**src/rtl/modinv_helper_reduce_precalc_multi_if.sv**
```systemverilog
// Controller-side bus of the reduce precalc helper: start handshake, status
// flags and the s/q/r/u/v block-memory ports.
interface modinv_helper_reduce_precalc_multi_if #(
    parameter int OPERAND_ADDR_BITS = 3,
    parameter int BUFFER_ADDR_BITS  = 4,
    parameter int K_NUM_BITS        = 10,
    parameter int WORD_BITS         = 32
);
    logic                         ena;
    logic                         rdy;
    logic                         mode_sub;
    logic [K_NUM_BITS-1:0]        k;
    logic                         s_is_odd;
    logic                         k_is_nul;
    logic                         r_is_zero;
    logic                         r_carry;
    logic [BUFFER_ADDR_BITS-1:0]  s_addr;
    logic [WORD_BITS-1:0]         s_din;
    logic [OPERAND_ADDR_BITS-1:0] q_addr;
    logic [WORD_BITS-1:0]         q_din;
    logic [BUFFER_ADDR_BITS-1:0]  r_addr;
    logic [WORD_BITS-1:0]         r_din;
    logic                         r_wren;
    logic [WORD_BITS-1:0]         r_dout;
    logic [BUFFER_ADDR_BITS-1:0]  u_addr;
    logic                         u_wren;
    logic [WORD_BITS-1:0]         u_dout;
    logic [BUFFER_ADDR_BITS-1:0]  v_addr;
    logic                         v_wren;
    logic [WORD_BITS-1:0]         v_dout;

    modport master (
        output ena, mode_sub, k, s_din, q_din, r_din,
        input  rdy, s_is_odd, k_is_nul, r_is_zero, r_carry,
        input  s_addr, q_addr, r_addr, r_wren, r_dout,
        input  u_addr, u_wren, u_dout, v_addr, v_wren, v_dout
    );

    modport slave (
        input  ena, mode_sub, k, s_din, q_din, r_din,
        output rdy, s_is_odd, k_is_nul, r_is_zero, r_carry,
        output s_addr, q_addr, r_addr, r_wren, r_dout,
        output u_addr, u_wren, u_dout, v_addr, v_wren, v_dout
    );
endinterface

```
**src/rtl/modinv_helper_reduce_precalc_multi.sv**
```systemverilog
// Reduce-step precalc for the modular inverter: forward pass r = s +/- q,
// backward pass u = s >> 1, v = r >> 1, plus branch flags for the controller.
module modinv_helper_reduce_precalc_multi #(
    parameter int OPERAND_NUM_WORDS = 8,
    parameter int OPERAND_ADDR_BITS = 3,
    parameter int BUFFER_NUM_WORDS  = 9,
    parameter int BUFFER_ADDR_BITS  = 4,
    parameter int K_NUM_BITS        = 10,
    parameter int WORD_BITS         = 32
) (
    input logic clk,
    input logic rst,
    modinv_helper_reduce_precalc_multi_if.slave bus
);
    localparam int N        = BUFFER_NUM_WORDS;
    localparam int W        = WORD_BITS;
    localparam int CNT_BITS = $clog2(2 * N + 4);

    typedef logic [CNT_BITS-1:0]          cnt_t;
    typedef logic [BUFFER_ADDR_BITS-1:0]  baddr_t;
    typedef logic [OPERAND_ADDR_BITS-1:0] qaddr_t;
    typedef logic [W-1:0]                 word_t;
    typedef logic [K_NUM_BITS-1:0]        k_t;
    typedef enum logic [1:0] {IDLE, FWD, BWD} state_t;

    // cnt_q holds the index of the edge being computed, counted from accept = 0
    localparam cnt_t FWD_LAST_RD = cnt_t'(N - 1);
    localparam cnt_t FWD_LAST_WR = cnt_t'(N + 1);
    localparam cnt_t TURN        = cnt_t'(N + 2);
    localparam cnt_t BWD_LAST_RD = cnt_t'(2 * N + 1);
    localparam cnt_t BWD_LAST_UV = cnt_t'(2 * N + 2);
    localparam cnt_t DONE        = cnt_t'(2 * N + 3);

    state_t state_q, state_d;
    cnt_t   cnt_q, cnt_d;
    logic   rdy_q, rdy_d;
    logic   mode_q, mode_d;
    logic   carry_q, carry_d;
    logic   s_is_odd_q, s_is_odd_d;
    logic   k_is_nul_q, k_is_nul_d;
    logic   r_is_zero_q, r_is_zero_d;
    logic   r_carry_q, r_carry_d;
    baddr_t s_addr_q, s_addr_d;
    qaddr_t q_addr_q, q_addr_d;
    baddr_t r_addr_q, r_addr_d;
    logic   r_wren_q, r_wren_d;
    word_t  r_dout_q, r_dout_d;
    baddr_t uv_addr_q, uv_addr_d;
    logic   uv_wren_q, uv_wren_d;
    logic   s_lsb_q, s_lsb_d;
    logic   r_lsb_q, r_lsb_d;
    word_t  q_word;
    logic [W:0] sum;

    always_comb begin
        state_d     = state_q;
        cnt_d       = cnt_q + cnt_t'(1);
        rdy_d       = rdy_q;
        mode_d      = mode_q;
        carry_d     = carry_q;
        s_is_odd_d  = s_is_odd_q;
        k_is_nul_d  = k_is_nul_q;
        r_is_zero_d = r_is_zero_q;
        r_carry_d   = r_carry_q;
        s_addr_d    = s_addr_q;
        q_addr_d    = q_addr_q;
        r_addr_d    = r_addr_q;
        r_wren_d    = 1'b0;
        r_dout_d    = r_dout_q;
        uv_addr_d   = uv_addr_q;
        uv_wren_d   = 1'b0;
        s_lsb_d     = s_lsb_q;
        r_lsb_d     = r_lsb_q;
        q_word      = '0;
        sum         = '0;

        case (state_q)
            IDLE: begin
                cnt_d = '0;
                if (bus.ena) begin
                    state_d     = FWD;
                    cnt_d       = cnt_t'(1);
                    rdy_d       = 1'b0;
                    mode_d      = bus.mode_sub;
                    carry_d     = bus.mode_sub;
                    k_is_nul_d  = (bus.k == k_t'(0));
                    s_is_odd_d  = 1'b0;
                    r_is_zero_d = 1'b1;
                    r_carry_d   = 1'b0;
                    s_addr_d    = '0;
                    q_addr_d    = '0;
                end
            end

            FWD: begin
                if (cnt_q <= FWD_LAST_RD) begin
                    s_addr_d = baddr_t'(cnt_q);
                    q_addr_d = (cnt_q < cnt_t'(OPERAND_NUM_WORDS)) ? qaddr_t'(cnt_q) : '0;
                end
                // words above the operand width read q[0]; the data is masked here
                if (cnt_q >= cnt_t'(2) && cnt_q <= FWD_LAST_WR) begin
                    q_word = (cnt_q < cnt_t'(OPERAND_NUM_WORDS + 2)) ? bus.q_din : '0;
                    if (mode_q) q_word = ~q_word;
                    sum         = {1'b0, bus.s_din} + {1'b0, q_word} + {{W{1'b0}}, carry_q};
                    r_dout_d    = sum[W-1:0];
                    carry_d     = sum[W];
                    r_wren_d    = 1'b1;
                    r_addr_d    = baddr_t'(cnt_q - cnt_t'(2));
                    r_is_zero_d = r_is_zero_q & (sum[W-1:0] == '0);
                    if (cnt_q == cnt_t'(2)) s_is_odd_d = bus.s_din[0];
                    if (cnt_q == FWD_LAST_WR) r_carry_d = sum[W] ^ mode_q;
                end
                if (cnt_q == TURN) begin
                    state_d  = BWD;
                    s_addr_d = baddr_t'(N - 1);
                    r_addr_d = baddr_t'(N - 1);
                    s_lsb_d  = 1'b0;
                    // a negative difference shifts in its sign
                    r_lsb_d  = mode_q & r_carry_q;
                end
            end

            BWD: begin
                if (cnt_q <= BWD_LAST_RD) begin
                    s_addr_d = s_addr_q - baddr_t'(1);
                    r_addr_d = s_addr_q - baddr_t'(1);
                end
                if (cnt_q <= BWD_LAST_UV) begin
                    uv_wren_d = 1'b1;
                    uv_addr_d = s_addr_q;
                end
                if (uv_wren_q) begin
                    s_lsb_d = bus.s_din[0];
                    r_lsb_d = bus.r_din[0];
                end
                if (cnt_q == DONE) begin
                    state_d = IDLE;
                    rdy_d   = 1'b1;
                end
            end

            default: state_d = IDLE;
        endcase
    end

    always_ff @(posedge clk) begin
        if (rst) begin
            state_q     <= IDLE;
            cnt_q       <= '0;
            rdy_q       <= 1'b1;
            mode_q      <= 1'b0;
            carry_q     <= 1'b0;
            s_is_odd_q  <= 1'b0;
            k_is_nul_q  <= 1'b0;
            r_is_zero_q <= 1'b0;
            r_carry_q   <= 1'b0;
            s_addr_q    <= '0;
            q_addr_q    <= '0;
            r_addr_q    <= '0;
            r_wren_q    <= 1'b0;
            r_dout_q    <= '0;
            uv_addr_q   <= '0;
            uv_wren_q   <= 1'b0;
            s_lsb_q     <= 1'b0;
            r_lsb_q     <= 1'b0;
        end else begin
            state_q     <= state_d;
            cnt_q       <= cnt_d;
            rdy_q       <= rdy_d;
            mode_q      <= mode_d;
            carry_q     <= carry_d;
            s_is_odd_q  <= s_is_odd_d;
            k_is_nul_q  <= k_is_nul_d;
            r_is_zero_q <= r_is_zero_d;
            r_carry_q   <= r_carry_d;
            s_addr_q    <= s_addr_d;
            q_addr_q    <= q_addr_d;
            r_addr_q    <= r_addr_d;
            r_wren_q    <= r_wren_d;
            r_dout_q    <= r_dout_d;
            uv_addr_q   <= uv_addr_d;
            uv_wren_q   <= uv_wren_d;
            s_lsb_q     <= s_lsb_d;
            r_lsb_q     <= r_lsb_d;
        end
    end

    assign bus.rdy       = rdy_q;
    assign bus.s_is_odd  = s_is_odd_q;
    assign bus.k_is_nul  = k_is_nul_q;
    assign bus.r_is_zero = r_is_zero_q;
    assign bus.r_carry   = r_carry_q;
    assign bus.s_addr    = s_addr_q;
    assign bus.q_addr    = q_addr_q;
    assign bus.r_addr    = r_addr_q;
    assign bus.r_wren    = r_wren_q;
    assign bus.r_dout    = r_dout_q;
    assign bus.u_addr    = uv_addr_q;
    assign bus.u_wren    = uv_wren_q;
    assign bus.v_addr    = uv_addr_q;
    assign bus.v_wren    = uv_wren_q;
    // shifted words leave straight from read data so each write lands the cycle it arrives
    assign bus.u_dout    = {s_lsb_q, bus.s_din[W-1:1]};
    assign bus.v_dout    = {r_lsb_q, bus.r_din[W-1:1]};
endmodule

```
**src/flat_wrapper.sv**
```systemverilog
// flat-port wrapper written by rule: the top's interface ports become plain ports
module modinv_helper_reduce_precalc_multi_flat 
#(
    parameter int OPERAND_NUM_WORDS = 8,
    parameter int OPERAND_ADDR_BITS = 3,
    parameter int BUFFER_NUM_WORDS  = 9,
    parameter int BUFFER_ADDR_BITS  = 4,
    parameter int K_NUM_BITS        = 10,
    parameter int WORD_BITS         = 32
)
  (clk, rst, bus_ena, bus_mode_sub, bus_k, bus_s_din, bus_q_din, bus_r_din, bus_rdy, bus_s_is_odd, bus_k_is_nul, bus_r_is_zero, bus_r_carry, bus_s_addr, bus_q_addr, bus_r_addr, bus_r_wren, bus_r_dout, bus_u_addr, bus_u_wren, bus_u_dout, bus_v_addr, bus_v_wren, bus_v_dout);
  modinv_helper_reduce_precalc_multi_if #(.OPERAND_ADDR_BITS(OPERAND_ADDR_BITS), .BUFFER_ADDR_BITS(BUFFER_ADDR_BITS), .K_NUM_BITS(K_NUM_BITS), .WORD_BITS(WORD_BITS)) bus_i ();
  input logic clk;
  input logic rst;
  input wire logic [$bits(bus_i.ena)-1:0] bus_ena;
  input wire logic [$bits(bus_i.mode_sub)-1:0] bus_mode_sub;
  input wire logic [$bits(bus_i.k)-1:0] bus_k;
  input wire logic [$bits(bus_i.s_din)-1:0] bus_s_din;
  input wire logic [$bits(bus_i.q_din)-1:0] bus_q_din;
  input wire logic [$bits(bus_i.r_din)-1:0] bus_r_din;
  output wire logic [$bits(bus_i.rdy)-1:0] bus_rdy;
  output wire logic [$bits(bus_i.s_is_odd)-1:0] bus_s_is_odd;
  output wire logic [$bits(bus_i.k_is_nul)-1:0] bus_k_is_nul;
  output wire logic [$bits(bus_i.r_is_zero)-1:0] bus_r_is_zero;
  output wire logic [$bits(bus_i.r_carry)-1:0] bus_r_carry;
  output wire logic [$bits(bus_i.s_addr)-1:0] bus_s_addr;
  output wire logic [$bits(bus_i.q_addr)-1:0] bus_q_addr;
  output wire logic [$bits(bus_i.r_addr)-1:0] bus_r_addr;
  output wire logic [$bits(bus_i.r_wren)-1:0] bus_r_wren;
  output wire logic [$bits(bus_i.r_dout)-1:0] bus_r_dout;
  output wire logic [$bits(bus_i.u_addr)-1:0] bus_u_addr;
  output wire logic [$bits(bus_i.u_wren)-1:0] bus_u_wren;
  output wire logic [$bits(bus_i.u_dout)-1:0] bus_u_dout;
  output wire logic [$bits(bus_i.v_addr)-1:0] bus_v_addr;
  output wire logic [$bits(bus_i.v_wren)-1:0] bus_v_wren;
  output wire logic [$bits(bus_i.v_dout)-1:0] bus_v_dout;
  assign bus_i.ena = bus_ena;
  assign bus_i.mode_sub = bus_mode_sub;
  assign bus_i.k = bus_k;
  assign bus_i.s_din = bus_s_din;
  assign bus_i.q_din = bus_q_din;
  assign bus_i.r_din = bus_r_din;
  assign bus_rdy = bus_i.rdy;
  assign bus_s_is_odd = bus_i.s_is_odd;
  assign bus_k_is_nul = bus_i.k_is_nul;
  assign bus_r_is_zero = bus_i.r_is_zero;
  assign bus_r_carry = bus_i.r_carry;
  assign bus_s_addr = bus_i.s_addr;
  assign bus_q_addr = bus_i.q_addr;
  assign bus_r_addr = bus_i.r_addr;
  assign bus_r_wren = bus_i.r_wren;
  assign bus_r_dout = bus_i.r_dout;
  assign bus_u_addr = bus_i.u_addr;
  assign bus_u_wren = bus_i.u_wren;
  assign bus_u_dout = bus_i.u_dout;
  assign bus_v_addr = bus_i.v_addr;
  assign bus_v_wren = bus_i.v_wren;
  assign bus_v_dout = bus_i.v_dout;
  modinv_helper_reduce_precalc_multi #(.OPERAND_NUM_WORDS(OPERAND_NUM_WORDS), .OPERAND_ADDR_BITS(OPERAND_ADDR_BITS), .BUFFER_NUM_WORDS(BUFFER_NUM_WORDS), .BUFFER_ADDR_BITS(BUFFER_ADDR_BITS), .K_NUM_BITS(K_NUM_BITS), .WORD_BITS(WORD_BITS)) u_core (.clk(clk), .rst(rst), .bus(bus_i));
endmodule
```
**config.mk**
```make
export PLATFORM = sky130hd
export DESIGN_NAME = modinv_helper_reduce_precalc_multi_flat
export DESIGN_NICKNAME = d
export VERILOG_FILES = /design/src/rtl/modinv_helper_reduce_precalc_multi_if.sv /design/src/rtl/modinv_helper_reduce_precalc_multi.sv /design/src/flat_wrapper.sv
export SDC_FILE = /design/constraint.sdc
export NUM_CORES = 1
export LEC_CHECK = 0
export BUFFER_PORTS_ARGS = -buffer_cell sky130_fd_sc_hd__buf_4
export CAP_MARGIN = 0
export CORE_MARGIN = 1.5
export CORE_UTILIZATION = 50
export DETAILED_ROUTE_END_ITERATION = 10
export GPL_TIMING_DRIVEN = 0
export HOLD_SLACK_MARGIN = 0.02
export PLACE_DENSITY = 0.92
export RECOVER_POWER = 100
export SETUP_SLACK_MARGIN = 0.05
export SLEW_MARGIN = 20
export SYNTH_ARGS = -nofsm -noshare
export SYNTH_HDL_FRONTEND = slang
export SYNTH_SLANG_ARGS = --single-unit
```
**constraint.sdc**
```tcl
create_clock -name clk -period 5.1 [get_ports clk]
set_input_delay 1.02 -clock clk [delete_from_list [all_inputs] [get_ports clk]]
set_output_delay 1.02 -clock clk [all_outputs]
set_load 0.02 [all_outputs]
```
* Word-level counts from Yosys, hierarchy flattened
Index checks and enable logic that the tools add are counted.
Operators by class: magnitude comparators 7, $add $sub $neg 5, reductions and logical operators 22, equality and inequality tests 17, mux-type cells 45, bitwise logic cells 6
Operators by type and width (number):
- $mux 32 | 4
- $add 32x32->33 | 1
- $add 33x1->33 | 1
- $logic_not 32->1 | 1
- $not 32->32 | 1
- $mux 4 | 6
- $reduce_and 3->1 | 6
- $mux 1 | 17
- $ne 2x1->1 const B | 8
- $pmux 1 s2 | 7
- $pmux 4 s3 | 1
- $reduce_and 4->1 | 3
- $eq 5x4->1 const B | 2
- $le 5x4->1 const B | 2
- $le 5x5->1 const B | 2
- $logic_not 10->1 | 1
- $lt 5x4->1 const B | 2
- $mux 3 | 3
- $pmux 4 s2 | 1
- $mux 2 | 3
- $ne 3x1->1 const B | 2
- $pmux 2 s3 | 1
- $pmux 3 s2 | 1
- $reduce_and 2->1 | 3
- 18 further kinds | 23
Storage, ports and cells: input bits 110, word-level logic and storage cells 120, register bits 65, output and inout bits 123

* Longest topological paths before layout
Gate-level depths: netlist of the first run.
depth after elaboration 12, gate-level depth with buffers 19, gate-level depth less buffers 17

* Worst setup path after synthesis of the first run
OpenSTA, ideal clock, no wires.
path type register to register, start register u_core.cnt_q[2], end register u_core.r_is_zero_q (netlist: u_core.bus.r_is_zero), path slack 1.323 ns, library setup time 0.069 ns, path buffers 3, data required time 5.031 ns, arrival time 3.708 ns, clock period less this slack 3.777 ns, stages on the path, launching flop included 19, path through dfxtp_1 clkbuf_1 inv_1 ha_1 inv_1 a21oi_1 clkbuf_1 nand2_1 xnor2_1 ha_1 buf_6 a211o_1 o311ai_4 a21o_1 a211oi_1 or3_1 a2111oi_2 nand4_1 o21ai_1
On the way: cells in the longest elaborated chain, start to end 12, elaborated cells between the ends (all ways) 17, those cells by class 2 x add/sub; 3 x order compare; 1 x eq/ne; 6 x mux; 2 x bitwise; 3 x reduce/logical
RTL lines:
- start, declared | RTL line modinv_helper_reduce_precalc_multi.sv:35 | cnt_t cnt_q, cnt_d;
- start signal, assigned | RTL line modinv_helper_reduce_precalc_multi.sv:168 | cnt_q <= cnt_d;
- $lt 5x4->1 | RTL line modinv_helper_reduce_precalc_multi.sv:102 | q_word = (cnt_q < cnt_t'(OPERAND_NUM_WORDS + 2)) ? bus.q_din : '0;
- $mux 32 | RTL line modinv_helper_reduce_precalc_multi.sv:102
- $not 32->32 | RTL line modinv_helper_reduce_precalc_multi.sv:103 | if (mode_q) q_word = ~q_word;
- $mux 32 | RTL line modinv_helper_reduce_precalc_multi.sv:103
- $mux 32 | RTL line modinv_helper_reduce_precalc_multi.sv:101 | if (cnt_q >= cnt_t'(2) && cnt_q <= FWD_LAST_WR) begin
- $mux 32 | RTL line modinv_helper_reduce_precalc_multi.sv:77 | case (state_q)
- $add 32x32->33 | RTL line modinv_helper_reduce_precalc_multi.sv:104 | sum = {1'b0, bus.s_din} + {1'b0, q_word} + {{W{1'b0}}, carry_q};
- $add 33x1->33 | RTL line modinv_helper_reduce_precalc_multi.sv:104
- $logic_not 32->1 | RTL line modinv_helper_reduce_precalc_multi.sv:109 | r_is_zero_d = r_is_zero_q & (sum[W-1:0] == '0);
- $and 1x1->1 | RTL line modinv_helper_reduce_precalc_multi.sv:109
- $mux 1 | RTL line modinv_helper_reduce_precalc_multi.sv:101
- $pmux 1 s2 | RTL line modinv_helper_reduce_precalc_multi.sv:77
- end signal, assigned | RTL line modinv_helper_reduce_precalc_multi.sv:174 | r_is_zero_q <= r_is_zero_d;
- end, declared | RTL line modinv_helper_reduce_precalc_multi.sv:41 | logic r_is_zero_q, r_is_zero_d;
Parallel ways exist; a longest one is shown, timed or not. The select of a mux whose other input is x is not followed. A chain may end at the register's enable or synchronous reset.

* Worst setup path after layout of the first run
Same ends and word-level chain as after synthesis.

==> results of run 1 <==
power breakdown:
group | internal [mW] | switching [mW] | total, mW | leakage (nW)
sequential | 0.573 | 0.0577 | 0.630 | 0.526
combinational | 0.648 | 1.04 | 1.69 | 2.35
clock | 0.427 | 0.237 | 0.664 | 0.152
total | 1.65 | 1.34 | 2.99 | 3.02
cells in the mapped netlist (all sizes together), types with 5 or more instances:
library cell  count
nor3             20
nor2             74
o21ai            33
buf              71
o211ai            7
mux2i             6
nand3            15
inv              17
o21a              8
a31oi             5
a21o             12
xor2              9
xnor2            54
nor2b             9
and3              6
a211oi            9
a21oi            76
nand2           116
nand4            10
clkbuf           33
o311ai            6
nand2b           12
dfxtp            65
ha               41
metrics by stage:
stage	power (mW)	cells	setup slack, ps	cell area (µm²)
final	2.987	1131	327.6	7259
after global routing	3.201	1131	94.96	7259
after global placement	2.335	1115	274.9	7406
after detailed placement	2.354	1115	145.1	7406
after CTS	3.025	1131	107.4	7725
after floorplan	1.892	774	1323	5722
worst max-delay path, cell delays in order, from the launching register on:
cell and delay [ps]:
dfxtp_1 310, clkbuf_1 200, inv_1 170, ha_1 220, inv_1 70, a21oi_2 430, clkbuf_1 470, nand2_1 140
xnor2_1 150, ha_1 300, clkbuf_1 190, a211o_1 400, o311ai_4 280, a21o_1 210, a211oi_1 110, or3_1 370
a2111oi_2 390, nand4_1 150, o21ai_1 150
cell type report:
cell class | instances | area share (%)
Inverter | 17 | 0.8790
Clock inverter | 7 | 1.293
Multi-Input combinational cell | 588 | 51.00
Timing Repair Buffer | 201 | 14.43
Tap cell | 140 | 2.413
Clock buffer | 9 | 3.102
Sequential cell | 65 | 17.92
Buffer | 104 | 8.962
flip-flops by register name (all words and copies together), names as in the netlist:
register              flops
u_core.bus.r_wren         1
u_core.bus.u_wren         1
u_core.state_q            2
u_core.bus.r_addr         4
u_core.bus.s_addr         4
u_core.r_lsb_q            1
u_core.bus.r_carry        1
u_core.bus.u_addr         4
u_core.bus.rdy            1
u_core.bus.q_addr         3
u_core.bus.r_dout        32
u_core.bus.r_is_zero      1
u_core.bus.k_is_nul       1
u_core.carry_q            1
u_core.s_lsb_q            1
u_core.bus.s_is_odd       1
u_core.cnt_q              5
u_core.mode_q             1
timing repair:
action | CTS | global route
gates resized for setup | 0 | 2
setup endpoints to repair | 0 | 3
setup buffers | 0 | 0
cell families (layout without fill, tap and decap cells):
kind of cell / Yosys count / count (layout)
compound gates: 189 / 189
xor+xnor: 63 / 63
fa+ha+maj: 43 / 43
buf+inv: 121 / 338
flops: 65 / 65
mux: 7 / 7
simple gates: 286 / 286
routing by layer:
metal | track usage [%] | up-vias | wire length, µm
li1 | - | 3045 | -
met1 | 33.48 | 2826 | 6816
met2 | 50.62 | 287 | 8457
met3 | 4.997 | 49 | 1279
met4 | 12.06 | 0 | 538
met5 | 0 | - | 0
worst max path at each step:
stage	cells past startpoint	to	start	slack [ps]
finish	18	u_core.bus.r_is_zero	u_core.cnt_q[2]	330
detailed placement	19	u_core.bus.r_carry	u_core.cnt_q[2]	150
CTS	19	u_core.bus.r_carry	u_core.cnt_q[2]	110
global placement	19	u_core.bus.r_carry	u_core.cnt_q[2]	270
global route	19	u_core.bus.r_is_zero	u_core.cnt_q[2]	90
floorplan	18	u_core.bus.r_is_zero	u_core.cnt_q[2]	1320
placed cells by master (no fill, tap or decap), types with 10 or more instances in the layout:
cell type / synthesis / final
xnor2_1: 54 / 54
nand2b_1: 12 / 12
nand4_1: 10 / 10
dfxtp_1: 65 / 65
nand2_1: 116 / 116
nand3_1: 15 / 15
nor3_1: 20 / 20
clkbuf_1: 33 / 157
o21ai_0: 27 / 29
buf_4: 69 / 146
a21o_1: 12 / 12
ha_1: 41 / 41
a21oi_1: 74 / 73
nor2_1: 74 / 74
inv_1: 17 / 17
==> impl_results.md, run 1 <==
- Hold_buf cts: 0
- CTS H-tree lvls: 3
- # setup viols final: 0
- Most used DFF post-synth: dfxtp_1
- Vias in the first global route: 5811
- Compound-Gate Fraction of Synth Area: 21.47%
- Simple-Gate Fraction of Synth Area: a little under a quarter
- Fin. max-slew vios: 6
- Critical Path AT: 5050 ps
- Crit-path max FO: 10
- Die Ht: roughly 110 µm
- Slew @ Worst Pin: roughly 1500 ps
- Setup CP Type: reg -> reg
- Post-Synth XOR/XNOR Area: 9.644%
- Sequential fraction of the synthesis area: ~23%
- Max Clk Rate: 209.5 MHz
- GP Congestion: 0.9456
- Initial Util: 52.10%
- Number of synthesized flops with an enable pin: 0
- Post-synth top area cell: dfxtp_1
- Synth Area in Adders: 9.665%
- Synth warn: 0
- Nets: about 1100
- Antenna cells: 0
- Flops & latches, synth: 65
- Maxcap violations: 1
- Hold WC Path Type: reg -> reg
- First-pass DRT Iterations: 5
- Largest family of logic cells by synthesized area: simple AND/OR/NAND/NOR gates
- Synthesized area: 0.005722 mm²
- Fin crit period: 4772 ps
- Via count: between 6000 and 7000
- Fin util: 66.10%
- Hold Path Cell Cnt: 2
- Hold Fails Final Rpt: 0
- Wire per inst: approximately 15 µm
- Clock latency on the worst-skew pair: 340 ps
- Gr ovfl total: 0
- Total CTS buffers: 9
- Largest net degree at the start of global routing: 13
- Clock transition at path regs: 60 ps
- Failing checks: max-capacitance violations, max-slew violations
- Mapped Avg Cell Area: 7.392 µm²
- Dpl hpwl: approximately 14000 µm
- RSZ-0062 raised after global routing: no
- R2r setup slk: 330 ps
- Clock root buffer: clkbuf_16
- CTS tree: built
- Synth unique cells: 65
- Global-route wire length before repair: 26990 µm
- Crit end category: flop
- Post-Route Skew: a little under 10 ps
- Pwr dens: 411.4 mW/mm²
- R2R Path Start: u_core.cnt_q[2]
- Critical path data required time: 5370 ps
- Core area: approximately 0.011 mm²
- Die area: 0.01209 mm²
- Synth-to-layout area growth: 26.88%
- GRT Total Usage: 28.45%
- Row count: 38
- Multi-input gate area: around 0.0037 mm²
- Hold Path End: u_core.bus.q_addr[2]
- Slew HR: -1.414%
- Post-synth ARST share: 0%
- Reg-to-reg endpoint: u_core.bus.r_is_zero
- Reg area: 0.001301 mm²
- Initial antenna violation count: 0
- CTS max path bufs: 2
- Ratio of final minimum period to clock period: 93.58%
- R2r worst-path depth: 18
- DRC viols: 0
- FILL cells: 1095
- Port bufs: between 200 and 250
- Leakage power: between 3 and 4 nW
- Sink Count: 65
- Setup total negative slack: 0 ps
- VDD IR max: 0.2771 mV
- Yosys top cell area share: 22.74%
- Io pins: ~230
- Vias/cell: 5.488
- Critical Path Start Type: flop
- Status: complete, but fails checks
- Area contributors post-synth: dfxtp_1, buf_4, ha_1
- Die X: 110.0 µm
- Post-synthesis mux area share: 1.246%
- Final wirelength: approximately 17000 µm
- Routed Antenna Nets: 0
- Syn Inst Count: between 700 and 800
- Hold_ws: approximately 450 ps
- Min-delay src: u_core.bus.q_addr[2]
- Post-synthesis net count: 927
- Layout cells sized above 1: 17.96%
- Initial DRC count: 346
Note: power is estimated with default switching activity, not from simulation.
==> run 2: changes to the inputs <==
- PLACE_DENSITY: 0.92 -> default
- PLACE_DENSITY_LB_ADDON: default -> 0.3
==> run 2 against run 1 <==
- the run ends with max-capacitance violations left
- sequential power barely moved
- count of clock-buffer cells in the layout stayed put
- first-iteration DRC count grew 0.29%
- global-route usage fell by 1.7 points
- worst setup slack better by 200 ps
- critical endpoint unchanged
- cell area about the same
- combinational power barely moved
- non-clock buffer count is the same
- power is 0.51% lower
- final cell count unchanged
- die area unchanged
- via count shrank 2.1%
==> impl_results.md, run 2 (synthesis gave the netlist of run 1 again) <==
- Int Pwr: 1.650 mW (+0.10%)
- Routed Antenna Nets: 0 (unchanged)
- Clock Power Share: 22.6% (+0.4 points)
- Max Clk Rate: 218.5 MHz (+4.3%)
- GRT Total Usage: 26.79% (-1.7 points)
- Post-Route Skew: 6.422 ps (-3.325 ps)
- Largest net degree at the start of global routing: 14 (+1)
- Placed Cells: 1115 (unchanged)
- Status: complete, but fails checks
- Setup total negative slack: 0 ps (unchanged)
- # setup viols final: 0 (unchanged)
- FILL cells: 1111 (+1.5%)
- Synth-to-layout area growth: 26.92% (about the same)
- Initial DRC count: 347 (+0.29%)
- RSZ-0062 raised after global routing: no
- GP Congestion: 0.9754 (+3.2%)
- Critical path data required time: 5360 ps (about the same)
- Slew HR: 1.244% (+2.7 points)
- Max FFs per register: 32 (unchanged)
- Final wirelength: 16350 µm (-4.3%)
- Die Ht: 110.0 µm (unchanged)
- CTS H-tree lvls: 3 (unchanged)
- Failing checks: max-capacitance violations
- Final std cells w/o fill: 1131 (unchanged)
- Vias/cell: 5.374 (-2.1%)
- Sw Ratio: 44.48% (-0.34 points)
- Final Power: 2.972 mW (-0.51%)
- Clock root buffer: clkbuf_16
- Nets: 1139 (unchanged)
- CP Cell Sequence: clkbuf_1, inv_1, ha_1, inv_1, a21oi_2, nand2_1, xor2_1, fa_1, fa_1, nand2b_1, a21oi_1, nor2b_1, o311ai_0, xnor2_1, nand4_1, nor4_1, nand4_1, o21ai_0
- Fin crit period: 4576 ps (-196.8 ps)
- Core area: 0.01098 mm² (unchanged)
- Fin util: 66.12% (about the same)
- Flop pwr share: 21.2% (about the same)
- Fin. max-slew vios: 0 (-6)
- Die X: 110.0 µm (unchanged)
- Crit-path max FO: 8 (-2)
- Total CTS buffers: 9 (unchanged)
- Dpl hpwl: 13340 µm (-2.2%)
- Row count: 38 (unchanged)
- Crit-path slowest cell: o311ai_0
- Sink Count: 65 (unchanged)
- Final instance area: 0.007262 mm² (about the same)
- CTS tree: built
- Hold Fails Final Rpt: 0 (unchanged)
- Antenna cells: 0 (unchanged)
- Combinational share of power: 56.2% (-0.4 points)
- Maxcap violations: 1 (unchanged)
- Hold WC Path Type: reg -> reg
- Most frequent cells in the layout: clkbuf_1, buf_4, nand2_1
- Clock latency on the worst-skew pair: 340 ps (about the same)
- Vias in the first global route: 5525 (-4.9%)
- Area after DPL: 0.007406 mm² (unchanged)
- Initial antenna violation count: 0 (unchanged)
- Ratio of final minimum period to clock period: 89.72% (-3.9 points)
- VDD IR max: 0.2866 mV (+3.4%)
- CTS max path bufs: 2 (unchanged)
- Leakage power: 3.032 nW (+0.27%)
- Initial Util: 52.10% (unchanged)
- Wire per inst: 14.46 µm (-4.3%)
- First-pass DRT Iterations: 6 (+1)
- Port bufs: 201 (unchanged)
- Via count: 6078 (-2.1%)
- Critical Path AT: 4840 ps (-210 ps)
- Die area: 0.01209 mm² (unchanged)
- Global-route wire length before repair: 25640 µm (-5.0%)
- Io pins: 233 (unchanged)
- Post-CTS Setup Repair Bufs: 0 (unchanged)
- Net Sw Power: 1.322 mW (-1.3%)
- Hold_buf cts: 0 (unchanged)
- Pwr dens: 409.2 mW/mm² (-0.54%)
- Critical Path Max Stage Delay: 480 ps (about the same)
- Gr ovfl total: 0 (unchanged)
- Slew @ Worst Pin: 1463 ps (-39.37 ps)
- Crit end category: flop
- Most common cell after layout, fill and taps aside: clkbuf_1
- DRC viols: 0 (unchanged)
- Critical Path Start Type: flop
- Setup CP Type: reg -> reg
- Layout cells sized above 1: 17.86% (-0.10 points)
- Clock transition at path regs: 60 ps (about the same)
## run 2: cell count changes in the layout (fill, tap and decap cells not counted), sizes merged
cell	delta
clkinv	+1
clkinvlp	-1
## run 2: worst paths after layout
kind | startpoint | end | slack, ps | depth (start not counted)
hold / removal | u_core.bus.q_addr[2] | u_core.bus.q_addr[2] | 450 | 2
hold reg to reg | u_core.bus.q_addr[2] | u_core.bus.q_addr[2] | 450 | 2
setup reg to reg | u_core.cnt_q[2] | u_core.bus.r_is_zero | 520 | 18
setup / recovery | u_core.cnt_q[2] | u_core.bus.r_is_zero | 520 | 18
## run 2: metrics by stage
step                      hold slack, ps  setup slack, ps
final                              454.1            524.4
after global routing               479.0            146.2
after CTS                          456.6            396.3
after detailed placement           448.6            415.7
after global placement             444.0            483.5
after floorplan                    436.3             1323
## run 2: metal layers
metal / global-route usage (%) / up-vias / wire length, µm
met5: 0 / - / 0
met1: 32.34 / 2721 / 6770
met2: 48.45 / 281 / 8074
li1: - / 3046 / -
met3: 3.821 / 30 / 1175
met4: 8.998 / 0 / 333
## run 2: worst max-delay path: cells and delay by family, from the launching register on
family,cells,cell delay [ps]
compound gates,4,1250
simple gates,6,1060
fa+ha+maj,3,1050
buf+inv,3,420
xor+xnor,2,380
flops,1,320
## run 2: final cells by class
type	count	area (µm²)	share of cell area, %
Multi-Input combinational cell	588	3692	50.84
Sequential cell	65	1301	17.92
Timing Repair Buffer	201	1051	14.47
Buffer	104	650.6	8.959
Clock buffer	9	225.2	3.101
Tap cell	140	175.2	2.412
Clock inverter	7	102.6	1.413
Inverter	17	63.81	0.8787
## run 2: repair_timing
| item | in CTS | in global routing |
|---|---|---|
| hold endpoints to repair | 0 | 0 |
| setup endpoints to repair | 0 | 2 |
| resized for setup | 0 | 1 |
## run 2: power groups by stage
stage / clock network (mW) / registers [mW] / logic [mW]
floorplan: 0 / 0.676 / 1.22
global placement: 0 / 0.640 / 1.69
detailed placement: 0 / 0.640 / 1.71
CTS: 0.673 / 0.631 / 1.72
global route: 0.698 / 0.639 / 1.85
finish: 0.670 / 0.630 / 1.67
